[config.mk]
export PLATFORM = sky130hd
export DESIGN_NAME = capture_window_ctrl
export DESIGN_NICKNAME = d
export VERILOG_FILES = /design/src/rtl/capture_pkg.sv /design/src/rtl/window_down_counter.sv /design/src/rtl/capture_window_ctrl.sv
export SDC_FILE = /design/constraint.sdc
export NUM_CORES = 1
export LEC_CHECK = 0
export BUFFER_PORTS_ARGS = -buffer_cell sky130_fd_sc_hd__buf_2
export CAP_MARGIN = 5
export CORE_ASPECT_RATIO = 0.7
export CORE_MARGIN = 8
export CORE_UTILIZATION = 54
export DETAILED_ROUTE_END_ITERATION = 8
export PLACE_DENSITY = 0.87
export SETUP_SLACK_MARGIN = 0.05
export SYNTH_ARGS = -nofsm -noshare
export SYNTH_HDL_FRONTEND = slang
export SYNTH_HIERARCHICAL = 1
export SYNTH_SLANG_ARGS = --single-unit
[constraint.sdc]
create_clock -name clock -period 3.8 [get_ports clock]
set_clock_uncertainty 0.15 [all_clocks]
set_input_delay 0.76 -clock clock [delete_from_list [all_inputs] [get_ports clock]]
set_output_delay 0.76 -clock clock [all_outputs]
set_load 0.02 [all_outputs]
[src/rtl/capture_pkg.sv]
// Shared encodings for the capture window controller: FSM states and completion status codes.
// Latency: none (constants only).
// Backpressure: n/a.
package capture_pkg;

  // FSM state encoding
  localparam logic [1:0] S_IDLE    = 2'd0;
  localparam logic [1:0] S_ARMED   = 2'd1;
  localparam logic [1:0] S_CAPTURE = 2'd2;
  localparam logic [1:0] S_DONE    = 2'd3;

  // Completion status reported while done is high
  localparam logic [1:0] ST_TIMEOUT    = 2'd0;
  localparam logic [1:0] ST_LIMIT      = 2'd1;
  localparam logic [1:0] ST_ABORT      = 2'd2;
  localparam logic [1:0] ST_NO_TRIGGER = 2'd3;

endpackage

[src/rtl/window_down_counter.sv]
// Loadable down-counter that times the record window; flags when it has reached zero.
// Latency: load/decrement take effect on the next rising edge; zero is decoded from the register.
// Backpressure: none; holds its value whenever enable is low and load is not asserted.
//
// Ports: clock, reset_n (async active-low), load/load_value (load wins over enable),
//        enable (decrement by one), zero (count register equals 0; true out of reset).
module window_down_counter #(
  parameter int CNT_WIDTH = 32
) (
  input  logic                 clock,
  input  logic                 reset_n,
  input  logic                 load,
  input  logic [CNT_WIDTH-1:0] load_value,
  input  logic                 enable,
  output logic                 zero
);

  logic [CNT_WIDTH-1:0] cnt_q;
  logic [CNT_WIDTH-1:0] cnt_d;

  always_comb begin
    cnt_d = cnt_q;
    if (load) begin
      cnt_d = load_value;
    end else if (enable) begin
      cnt_d = cnt_q - 1'b1;
    end
  end

  always_ff @(posedge clock or negedge reset_n) begin
    if (!reset_n) begin
      cnt_q <= '0;
    end else begin
      cnt_q <= cnt_d;
    end
  end

  assign zero = (cnt_q == '0);

endmodule

[src/rtl/capture_window_ctrl.sv]
// One-shot capture window initiator: arm, open on first trigger, close on timeout/limit/abort, report via done/ack.
// Latency: all outputs are registered or decoded from registered state; state changes one edge after the causing input.
// Backpressure: done/status/event_count are held until ack; arm is ignored outside IDLE.
//
// Ports: clock, reset_n (async active-low); arm, abort, trigger, event_limit (0 = unlimited), ack in;
//        busy (ARMED|CAPTURE), record_en (CAPTURE), done (DONE), status, event_count out.
// Optional build macro: CAPTURE_WINDOW_ARM_TIMEOUT_EN -- ARMED also times out after WINDOW_CYCLES
//        without a trigger and finishes with status NO_TRIGGER.
module capture_window_ctrl
  import capture_pkg::*;
#(
  parameter int CNT_WIDTH     = 32,
  parameter int WINDOW_CYCLES = 40000000,
  parameter int EVW           = 24
) (
  input  logic           clock,
  input  logic           reset_n,
  input  logic           arm,
  input  logic           abort,
  input  logic           trigger,
  input  logic [EVW-1:0] event_limit,
  input  logic           ack,
  output logic           busy,
  output logic           record_en,
  output logic           done,
  output logic [1:0]     status,
  output logic [EVW-1:0] event_count
);

  localparam logic [CNT_WIDTH-1:0] WIN_LOAD = CNT_WIDTH'(WINDOW_CYCLES - 1);

  logic [1:0]     state_q, state_d;
  logic [1:0]     status_q, status_d;
  logic [EVW-1:0] event_count_q, event_count_d;

  logic cnt_load;
  logic cnt_enable;
  logic cnt_zero;

  // One extra bit so the increment can detect wrap for saturation and compare against the limit
  logic [EVW:0]   count_inc;
  logic [EVW-1:0] count_sat;
  logic           limit_hit;

  assign count_inc = {1'b0, event_count_q} + 1'b1;
  assign count_sat = count_inc[EVW] ? event_count_q : count_inc[EVW-1:0];

  // The limit closes the window either on the trigger that reaches it, or on the first CAPTURE
  // cycle when the opening trigger alone already satisfied it (event_limit = 1).
  always_comb begin
    limit_hit = 1'b0;
    if (event_limit != '0) begin
      if (trigger && (count_inc >= {1'b0, event_limit})) begin
        limit_hit = 1'b1;
      end
      if (event_count_q >= event_limit) begin
        limit_hit = 1'b1;
      end
    end
  end

  always_comb begin
    state_d       = state_q;
    status_d      = status_q;
    event_count_d = event_count_q;
    cnt_load      = 1'b0;
    cnt_enable    = 1'b0;

    case (state_q)
      S_IDLE: begin
        if (arm) begin
          state_d       = S_ARMED;
          event_count_d = '0;
`ifdef CAPTURE_WINDOW_ARM_TIMEOUT_EN
          cnt_load      = 1'b1;
`endif
        end
      end

      S_ARMED: begin
        if (abort) begin
          state_d  = S_DONE;
          status_d = ST_ABORT;
        end else if (trigger) begin
          state_d       = S_CAPTURE;
          cnt_load      = 1'b1;
          event_count_d = EVW'(1);
`ifdef CAPTURE_WINDOW_ARM_TIMEOUT_EN
        end else if (cnt_zero) begin
          state_d  = S_DONE;
          status_d = ST_NO_TRIGGER;
        end else begin
          cnt_enable = 1'b1;
`endif
        end
      end

      S_CAPTURE: begin
        // Stop at zero so the counter parks there after the window closes
        cnt_enable = !cnt_zero;
        // Every trigger in CAPTURE is counted, including one on the closing edge
        if (trigger) begin
          event_count_d = count_sat;
        end
        if (abort) begin
          state_d  = S_DONE;
          status_d = ST_ABORT;
        end else if (limit_hit) begin
          state_d  = S_DONE;
          status_d = ST_LIMIT;
        end else if (cnt_zero) begin
          state_d  = S_DONE;
          status_d = ST_TIMEOUT;
        end
      end

      S_DONE: begin
        if (ack) begin
          state_d = S_IDLE;
        end
      end

      default: begin
        state_d = S_IDLE;
      end
    endcase
  end

  always_ff @(posedge clock or negedge reset_n) begin
    if (!reset_n) begin
      state_q       <= S_IDLE;
      status_q      <= ST_TIMEOUT;
      event_count_q <= '0;
    end else begin
      state_q       <= state_d;
      status_q      <= status_d;
      event_count_q <= event_count_d;
    end
  end

  window_down_counter #(
    .CNT_WIDTH(CNT_WIDTH)
  ) u_window_cnt (
    .clock     (clock),
    .reset_n   (reset_n),
    .load      (cnt_load),
    .load_value(WIN_LOAD),
    .enable    (cnt_enable),
    .zero      (cnt_zero)
  );

  assign busy        = (state_q == S_ARMED) || (state_q == S_CAPTURE);
  assign record_en   = (state_q == S_CAPTURE);
  assign done        = (state_q == S_DONE);
  assign status      = status_q;
  assign event_count = event_count_q;

endmodule
==> run_results.csv <==
group,metric,value,unit
route,drc,0,
clocking,cts-root-buf,"clkbuf_16",
setup_path,path_common_cell,"ha_1",
yosys,synth_edf_count,0,
timing,setup_tns,0,ps
yosys,synthMuxAreaShare,1.17,%
pwr,ir_drop,399,uV
setup_path,crit_slowest_cell,"or3b_4",
yosys,synthAdderAreaFrac,14.3,%
timing,timing.slew.headroom,35.0,%
finish,diodes,0,
timing,setup-violations-final,0,
floorplanning,die_width,128,um
setup_path,worstPathCellList,"ha_1 > nand3_2 > or3b_4 > nor2_4 > nand2_4 > nor2_2 > xor2_1 > ha_1 > nand4_1 > nor4_2 > a221oi_1 > o21ai_1 > nor3_2 > a21oi_2 > buf_4 > a221o_1",
job,cap_viol_max_count,0,
yosys,netlist_instances,537,
grt,antenna_found_initial,1,
pwr,p_per_area,525,nW/um^2
clocking,clk_latency,330,ps
setup_path,endpoint_kind,"flip-flop",
yosys,synthSimpleGateAreaFrac,21.9,%
timing,slew_viol_final,0,
floorplanning,start_util,55.7,%
route,ant_nets,0,
yosys,synth_area_per_cell,8.79,sq um
floorplanning,dieArea,12000,sq um
yosys,syn_area,4720,sq um
yosys,synth-compound-area-share,16.6,%
placed_design,gp_congestion,0.944,
yosys,yosysUniqueCellTypes,60,
grt,grtUsageTotal,22.8,%
outcome,outcome,"finished clean",
setup_path,r2r_slack,80,ps
timing,finalHoldViolations,0,
yosys,synth_top_family_by_area,"simple AND/OR/NAND/NOR gates",
route,wl_per_cell,17.9,um
setup_path,worstReg2RegEnd,"status[0]$_DFFE_PN0P_",
finish,layout_common_cells,"dfrtp_1, buf_2, ha_1",
route,viasPerCell,6.03,
yosys,ys_ff_latch,60,
clocking,cts_buffers,9,
yosys,yosysSeqAreaShare,31.8,%
grt,first_global_vias,4484,
yosys,synthXorXnorAreaFrac,9.28,%
setup_path,slowest_delay,440,ps
clocking,clk_pin_slew,60,ps
setup_path,cp.buffers_inverters,1,
timing,fmax,269,MHz
grt,grt_max_degree,33,
placed_design,dp_cells,749,
clocking,cts_sinks,60,
floorplanning,fp-row-count,28,
timing,layout_min_cycle_time,3720,ps
setup_path,cp.arrival,3760,ps
grt,grt_overflow,0,
route,routed_wl,13800,um
setup_path,timing.rr.start,"event_count[0]$_DFFE_PN0P_",
clocking,cts_tree,"yes",
floorplanning,io_pins,59,
placed_design,dp_slack,88.7,ps
finish,area_growth,22.6,%
setup_path,crit_required,3850,ps
worst_hold_path,hp-class,"in -> async",
setup_path,path_class,"reg -> reg",
setup_path,path_max_fanout,4,
floorplanning,die_h,94.2,um
yosys,synth_warnings,6,
clocking,htree_levels,3,
timing,whs,311,ps
setup_path,reg2regPathDepth,16,
pwr,cellLeakagePower,0.00276,uW
clocking,clock_path_buffers,2,
finish,layout-drive-gt1-share,21.0,%
setup_path,cp_top_family,"simple AND/OR/NAND/NOR gates",
finish,utilization,68.3,%
timing,timing.final.crit_share,97.8,%
grt,grt_pass1_wl,22100,um
timing,fin_ws,83.4,ps
yosys,async_flop_share,100,%
route,drtIter0Drc,484,
floorplanning,coreArea,8480,sq um
placed_design,hpwl,10100,um
timing,worst_pin_slew,974,ps
yosys,synth_flop_cell,"dfrtp_1",
route,dr.pass1.iters,6,
route,vias,4634,
finish,instances_no_fill,769,
clocking,postCtsHoldBufs,0,
setup_path,crit_path_start_kind,"flip-flop",
finish,nets,728,
placed_design,port-buffer-count,58,
[kinds of logic (layout without fill, tap and decap cells)]
| kind of cell | after synthesis | after routing |
|---|---|---|
| other | 2 | 32 |
| flip-flops | 60 | 60 |
| AND/OR/NAND/NOR | 197 | 197 |
| XOR/XNOR | 50 | 50 |
| AO/OA/AOI/OAI | 116 | 116 |
| buffers and inverters | 53 | 135 |
| multiplexers | 5 | 5 |
| adder cells (fa/ha/maj) | 54 | 54 |
[routing by layer]
layer / GRT usage (%) / share of wire (%)
met1: 31.1 / 44
met2: 35.8 / 44
met3: 5.27 / 9.6
met4: 5.22 / 2.2
met5: 0 / 0.058
[worst max-delay path by stage]
stage	startpoint	end	slack [ps]	cells past startpoint
detailed placement	event_count[0]$_DFFE_PN0P_	state_q[0]$_DFFE_PN0P_	90	15
floorplan	event_count[1]$_DFFE_PN0P_	state_q[1]$_DFFE_PN0P_	40	16
global route	event_count[1]$_DFFE_PN0P_	status[0]$_DFFE_PN0P_	-30	16
CTS	event_count[0]$_DFFE_PN0P_	state_q[0]$_DFFE_PN0P_	80	15
global placement	event_count[0]$_DFFE_PN0P_	status[0]$_DFFE_PN0P_	240	16
finish	event_count[0]$_DFFE_PN0P_	status[0]$_DFFE_PN0P_	80	16
[metrics by stage]
stage / area (sq um) / power, uW
finish: 5790 / 3040
global route: 5790 / 3210
CTS: 5670 / 3000
detailed placement: 5370 / 2160
global placement: 5370 / 2090
floorplan: 4840 / 1850
[final cells by class]
class / instances / area, sq um
clock buffers: 9 / 225
multi-input cells: 454 / 3190
clock inverters: 7 / 75.1
fillers: 667 / 2690
well taps: 120 / 150
repair buffers: 87 / 520
inverters: 32 / 120
flip-flops and latches: 60 / 1500
[cell usage after synthesis, drive strengths merged, types with 13 or more instances]
cell type / count / share of area (%)
a21oi: 17 / 1.8
o21ai: 48 / 5.1
inv: 32 / 2.5
ha: 54 / 14
nor2: 39 / 3.2
nand2: 51 / 4.1
a32o: 16 / 3.4
dfrtp: 60 / 32
xnor2: 31 / 5.8
nor4: 23 / 3.0
nand3: 17 / 1.9
clkbuf: 13 / 1.1
xor2: 19 / 3.5
nand4: 13 / 1.7
[what timing repair did]
| action | in CTS | in global routing |
|---|---|---|
| buffers inserted | 0 | 4 |
| resized for setup | 0 | 22 |
| endpoints found under the setup margin | 0 | 13 |
| hold endpoints to repair | 0 | 0 |
[worst reg2reg max path, delay by kind of cell (launching register included)]
kind	cells	cell delay (ps)
buffers and inverters	1	160
AND/OR/NAND/NOR	8	1440
flip-flops	1	350
XOR/XNOR	1	200
AO/OA/AOI/OAI	4	850
adder cells (fa/ha/maj)	2	460
[report_power, final]
group	internal, uW	total (uW)	switching [uW]
combinational	444	1150	708
clock	510	821	310
sequential	839	1060	225
[sequential cells by signal, summed over array words and instances (netlist names)]
name and flops:
status 2, u_window_cnt/cnt_q 32, event_count 24, state_q 2
Note: power is estimated with default switching activity, not from simulation.
